$ cat config.mk
export PLATFORM = sky130hd
export DESIGN_NAME = score_flash_sequencer
export DESIGN_NICKNAME = d
export VERILOG_FILES = /design/src/rtl/score_flash_sequencer_pkg.sv /design/src/rtl/score_flash_sequencer_timer.sv /design/src/rtl/score_flash_sequencer.sv
export SDC_FILE = /design/constraint.sdc
export NUM_CORES = 1
export LEC_CHECK = 0
export ABC_CLOCK_PERIOD_IN_PS = 11100
export BUFFER_PORTS_ARGS = -buffer_cell sky130_fd_sc_hd__buf_2
export CORE_ASPECT_RATIO = 0.9
export CORE_MARGIN = 3
export CORE_UTILIZATION = 50
export CTS_BUF_LIST = sky130_fd_sc_hd__clkbuf_8 sky130_fd_sc_hd__clkbuf_16
export DETAILED_ROUTE_END_ITERATION = 10
export PLACE_DENSITY_LB_ADDON = 0.08
export SETUP_SLACK_MARGIN = 0.15
export SLEW_MARGIN = 10
export SYNTH_ARGS = -nofsm -noshare
export SYNTH_HDL_FRONTEND = slang
export SYNTH_SLANG_ARGS = --single-unit
$ cat constraint.sdc
create_clock -name CLK_50MHZ -period 11.1 [get_ports CLK_50MHZ]
set_input_delay 0 -clock CLK_50MHZ [delete_from_list [all_inputs] [get_ports CLK_50MHZ]]
set_output_delay 0 -clock CLK_50MHZ [all_outputs]
set_load 0.02 [all_outputs]
$ cat src/rtl/score_flash_sequencer_pkg.sv
// Shared constants for the score flash sequencer: FSM encoding, record
// offsets and bridge direction codes.
package score_flash_sequencer_pkg;

  localparam logic [2:0] ST_IDLE    = 3'd0;
  localparam logic [2:0] ST_ISSUE   = 3'd1;
  localparam logic [2:0] ST_WAIT    = 3'd2;
  localparam logic [2:0] ST_CAPTURE = 3'd3;
  localparam logic [2:0] ST_NEXT    = 3'd4;
  localparam logic [2:0] ST_CHECK   = 3'd5;
  localparam logic [2:0] ST_DONE    = 3'd6;

  localparam int MAGIC_OFS = 0;

  localparam logic DIR_READ  = 1'b1;
  localparam logic DIR_WRITE = 1'b0;

  // Checksum sits right after the last score byte.
  function automatic int csum_ofs(input int num_bytes);
    return num_bytes + 1;
  endfunction

endpackage

$ cat src/rtl/score_flash_sequencer_timer.sv
// Per-access bridge timeout counter: cleared on issue, counts while waiting,
// flags expiry on the TIMEOUT_CYCLES-th waiting cycle.
module bridge_access_timer #(
  parameter int TIMEOUT_CYCLES = 1023
) (
  input  logic CLK_50MHZ,
  input  logic RST_N,
  input  logic clear,
  input  logic enable,
  output logic expired
);

  localparam int CW = $clog2(TIMEOUT_CYCLES + 1);

  logic [CW-1:0] count_reg;

  always_ff @(posedge CLK_50MHZ or negedge RST_N) begin
    if (!RST_N) begin
      count_reg <= '0;
    end else if (clear) begin
      count_reg <= '0;
    end else if (enable && !expired) begin
      count_reg <= count_reg + 1'b1;
    end
  end

  assign expired = enable && (count_reg == CW'(TIMEOUT_CYCLES - 1));

endmodule

$ cat src/rtl/score_flash_sequencer.sv
// Saves / restores a framed score record (magic, scores, checksum) through a
// single-byte flash bridge, one start/done access at a time.
module score_flash_sequencer
  import score_flash_sequencer_pkg::*;
#(
  parameter int         NUM_BYTES      = 4,
  parameter logic [7:0] MAGIC          = 8'hA5,
  parameter int         TIMEOUT_CYCLES = 1023
) (
  input  logic                   CLK_50MHZ,
  input  logic                   RST_N,
  input  logic                   save_req,
  input  logic                   load_req,
  input  logic [7:0]             base_addr,
  input  logic [8*NUM_BYTES-1:0] score_in,
  output logic [8*NUM_BYTES-1:0] score_out,
  output logic                   busy,
  output logic                   op_done,
  output logic                   load_err,
  output logic                   timeout_err,
  output logic [7:0]             addr,
  output logic [7:0]             wr_data,
  input  logic [7:0]             rd_data,
  output logic                   direction_rw,
  output logic                   fb_start,
  input  logic                   fb_done
);

  localparam int CSUM_OFS = csum_ofs(NUM_BYTES);
  localparam int REC_LEN  = NUM_BYTES + 2;
  localparam int KW       = $clog2(REC_LEN);

  logic [2:0]             state_reg;
  logic [KW-1:0]          k_reg;
  logic [7:0]             base_reg;
  logic                   is_load_reg;
  logic [7:0]             rec_reg [0:REC_LEN-1];
  logic [8*NUM_BYTES-1:0] score_out_reg;
  logic                   load_err_reg;
  logic                   timeout_err_reg;

  logic [8*NUM_BYTES-1:0] rec_scores;
  logic [7:0]             save_csum;
  logic [7:0]             load_csum;
  logic                   timer_expired;
  logic                   k_last;

  generate
    for (genvar gi = 0; gi < NUM_BYTES; gi++) begin : g_rec_scores
      assign rec_scores[8*gi +: 8] = rec_reg[1+gi];
    end
  endgenerate

  always_comb begin
    save_csum = MAGIC;
    load_csum = MAGIC;
    for (int i = 0; i < NUM_BYTES; i++) begin
      save_csum = save_csum + score_in[8*i +: 8];
      load_csum = load_csum + rec_reg[1+i];
    end
  end

  assign k_last = (k_reg == KW'(CSUM_OFS));

  bridge_access_timer #(
    .TIMEOUT_CYCLES(TIMEOUT_CYCLES)
  ) u_timer (
    .CLK_50MHZ(CLK_50MHZ),
    .RST_N    (RST_N),
    .clear    (state_reg == ST_ISSUE),
    .enable   (state_reg == ST_WAIT),
    .expired  (timer_expired)
  );

  always_ff @(posedge CLK_50MHZ or negedge RST_N) begin
    if (!RST_N) begin
      state_reg       <= ST_IDLE;
      k_reg           <= '0;
      base_reg        <= '0;
      is_load_reg     <= 1'b0;
      score_out_reg   <= '0;
      load_err_reg    <= 1'b0;
      timeout_err_reg <= 1'b0;
      for (int i = 0; i < REC_LEN; i++) rec_reg[i] <= '0;
    end else begin
      case (state_reg)
        ST_IDLE: begin
          if (save_req || load_req) begin
            base_reg        <= base_addr;
            is_load_reg     <= !save_req;
            k_reg           <= '0;
            load_err_reg    <= 1'b0;
            timeout_err_reg <= 1'b0;
            if (save_req) begin
              rec_reg[MAGIC_OFS] <= MAGIC;
              for (int i = 0; i < NUM_BYTES; i++) rec_reg[1+i] <= score_in[8*i +: 8];
              rec_reg[CSUM_OFS] <= save_csum;
            end
            state_reg <= ST_ISSUE;
          end
        end
        ST_ISSUE: state_reg <= ST_WAIT;
        ST_WAIT: begin
          if (fb_done) begin
            state_reg <= is_load_reg ? ST_CAPTURE : ST_NEXT;
          end else if (timer_expired) begin
            timeout_err_reg <= 1'b1;
            state_reg       <= ST_DONE;
          end
        end
        ST_CAPTURE: begin
          rec_reg[k_reg] <= rd_data;
          state_reg      <= ST_NEXT;
        end
        ST_NEXT: begin
          if (k_last) begin
            state_reg <= is_load_reg ? ST_CHECK : ST_DONE;
          end else begin
            k_reg     <= k_reg + 1'b1;
            state_reg <= ST_ISSUE;
          end
        end
        ST_CHECK: begin
          // Only a fully consistent record may overwrite the published scores.
          if (rec_reg[MAGIC_OFS] == MAGIC && rec_reg[CSUM_OFS] == load_csum) begin
            score_out_reg <= rec_scores;
          end else begin
            load_err_reg <= 1'b1;
          end
          state_reg <= ST_DONE;
        end
        ST_DONE: state_reg <= ST_IDLE;
        default: state_reg <= ST_IDLE;
      endcase
    end
  end

  // Bridge-side outputs derive from state held constant across an access.
  assign addr         = base_reg + 8'(k_reg);
  assign wr_data      = rec_reg[k_reg];
  assign direction_rw = is_load_reg ? DIR_READ : DIR_WRITE;
  assign fb_start     = (state_reg == ST_ISSUE);
  assign busy         = (state_reg != ST_IDLE);
  assign op_done      = (state_reg == ST_DONE);
  assign score_out    = score_out_reg;
  assign load_err     = load_err_reg;
  assign timeout_err  = timeout_err_reg;

endmodule
==> results.yml <==
worst_setup_path:
  worstPathArrival_ns: 5.21
  critical_path_class: "flip-flop to flip-flop"
  crit_required_ns: 11.35
  end_kind: "flip-flop"
  cp-start-kind: "flip-flop"
  worstPathMaxFanout: 17
finish:
  regArea_mm2: 0.00268
  syn_to_final_growth_pct: 18.8
  antennaDiodeCount: 0
  largest_reg_flops: 48
  instances_no_fill: 925
  drive_gt1_share_pct: 22.6
  fillers: 1029
  layout.nets: 877
  final_util_pct: 62.5
  multiInputGateArea_mm2: 0.00356
  finalInstanceArea_mm2: 0.00776
placement:
  post-dp-hpwl_mm: 13.3
  placed_cell_area_mm2: 0.00719
  port_buffers: 106
  dp.cells: 882
  gp_congestion: 0.913
  pre_cts_ws_ns: 6.06
logic_synthesis:
  syn_inst: 636
  ys.flop_type: "dfrtp_1"
  yosys-top-cells-count: "107 x dfrtp_1, 64 x nor2_1, 57 x a21oi_1, 52 x inv_1, 38 x o22ai_1"
  avgSynthCellArea_um2: 10.3
  synth_seq_area_share_pct: 41.0
  syn_nets: 753
  synthTopCellsByArea: "dfrtp_1 41%, fa_1 8.3%, ha_1 7.1%, mux2_2 6.4%, a21oi_1 4.4%"
  synth.largest_area_cell: "dfrtp_1"
  ys_warn_count: 0
  yosysUniqueCellTypes: 52
  synth_top_area_share_pct: 41.0
  synthesis.area_mm2: 0.00653
  ys_async_sr_fraction_pct: 100
  synth_edf_count: 0
  yosysMostFrequentCell: "dfrtp_1"
  synth_seq_cells: 107
clock_network:
  clkLatencyLatePin_ns: 0.36
  cts-root-buf: "clkbuf_16"
  post_cts_resized: 0
  cts_buffers: 9
  cts_tree: "done"
  clockBufferDepth: 2
  htreeDepth: 3
  clock_sinks: 107
  path_clk_slew_ns: 0.07
timing:
  slew_viol_final: 0
  max_freq_mhz: 201
  finalCriticalPeriod_ns: 4.97
  fin_ws_ns: 6.13
  rsz0062_at_grt: "no"
  tns_ns: 0
  skew_ns: 0.00584
  hold_ws_ns: 0.0131
  final-hold-violation-count: 0
  setup_viol: 0
  slew_headroom_pct: 23.2
  worst_pin_slew_ns: 1.15
  fin_crit_sh_pct: 44.7
floorplan:
  die_h_um: 114
  core_mm2: 0.0124
  io_pins: 107
  initial_core_util_pct: 52.6
  die_x_um: 126
  die_area_mm2: 0.0145
  row_count: 38
drt:
  dr.pass1.iters: 5
  vias: 5453
  drt_wl_total_mm: 18.4
  drc_errors: 0
  postRouteAntennaNets: 0
  via_per_inst: 5.90
  drtIter0Drc: 451
  wl_per_cell_um: 19.9
grt:
  grt_max_degree: 68
  antenna_found_initial: 0
  grt_pass1_wl_mm: 29.4
  grt_pass1_vias: 5478
  overflow: 0
  grt_usage_pct: 26.3
run_status:
  status: "finished clean"
pwr:
  peakVddDrop_mv: 0.368
  p_seq_share_pct: 23.9
  power_mw: 2.96
  p_sw_mw: 1.41
  combPwrFrac_pct: 65.4
  p_int_mw: 1.55
  power_leakage_nw: 3.73
  clockPowerShare_pct: 10.7
  swShare_pct: 47.7
  power.density_mw_per_mm2: 381
job:
  cap_violations: 0
worst_hold_path:
  holdCritPathClass: "input port to flip-flop"
cell families after synthesis:
kind of cell	Yosys count	synth area share (%)
AO/OA/AOI/OAI	169	16.2
AND/OR/NAND/NOR	140	10.5
flip-flops	107	41.0
buffers and inverters	76	4.71
adder cells (fa/ha/maj)	64	15.4
XOR/XNOR	41	5.50
multiplexers	39	6.72
cell usage in the layout, fill, tap and decap left out, types with 27 or more instances in the layout:
cell             n
o22ai_1         38
fa_1            27
ha_1            37
buf_2          105
xnor2_1         28
nor2_1          63
mux2_2          37
dlygate4sd3_1   27
a21oi_1         57
dfrtp_1        107
inv_1           53
worst paths after layout:
kind,endpoint,slack (ns),cells after the start,from
worst max-delay path,score_out[25],6.13,12,rec_reg[9]
worst min-delay path,rec_reg[29],0.01,3,score_in[13]
worst max register to register,score_out[25],6.13,12,rec_reg[9]
worst min register to register,score_out[7],0.48,1,score_out[7]
max in group asynchronous,score_out[22],9.67,3,RST_N
min in group asynchronous,u_timer.count_reg[8],0.15,2,RST_N
critical path, stage by stage (launching register included):
cell and delay [ns]:
dfrtp_1 0.45, fa_1 0.54, fa_1 0.43, fa_1 0.52, inv_1 0.07, fa_1 0.44, nand2b_1 0.16, a21oi_1 0.21
a31oi_1 0.14, xnor2_1 0.17, nor4_4 0.94, buf_4 0.41, mux2_2 0.37
power by group through the flow:
stage	sequential, mW	combinational (mW)	clock (mW)
after floorplan	0.681	1.50	0
after global placement	0.704	1.87	0
after detailed placement	0.711	1.91	0
after CTS	0.704	1.93	0.326
after global routing	0.731	2.13	0.341
final	0.707	1.93	0.317
final cells by class:
cell class / count / share of cell area, %
Inverter: 52 / 2.52
Multi-Input combinational cell: 453 / 45.9
Clock buffer: 12 / 3.44
Timing Repair Buffer: 137 / 10.7
Sequential cell: 107 / 34.5
Clock inverter: 4 / 0.323
Tap cell: 160 / 2.58
routing by layer:
metal	vias up	wire [µm]	GRT usage, %
met2	275	8190	39.6
met5	-	0	0
li1	2501	-	-
met4	0	574	11.3
met1	2632	8120	36.3
met3	45	1540	6.81
what timing repair did:
action	CTS	global route
hold buffers	27	0
buffers inserted	0	0
endpoints found under the hold margin	68	0
(Power assumes the default switching activity.)
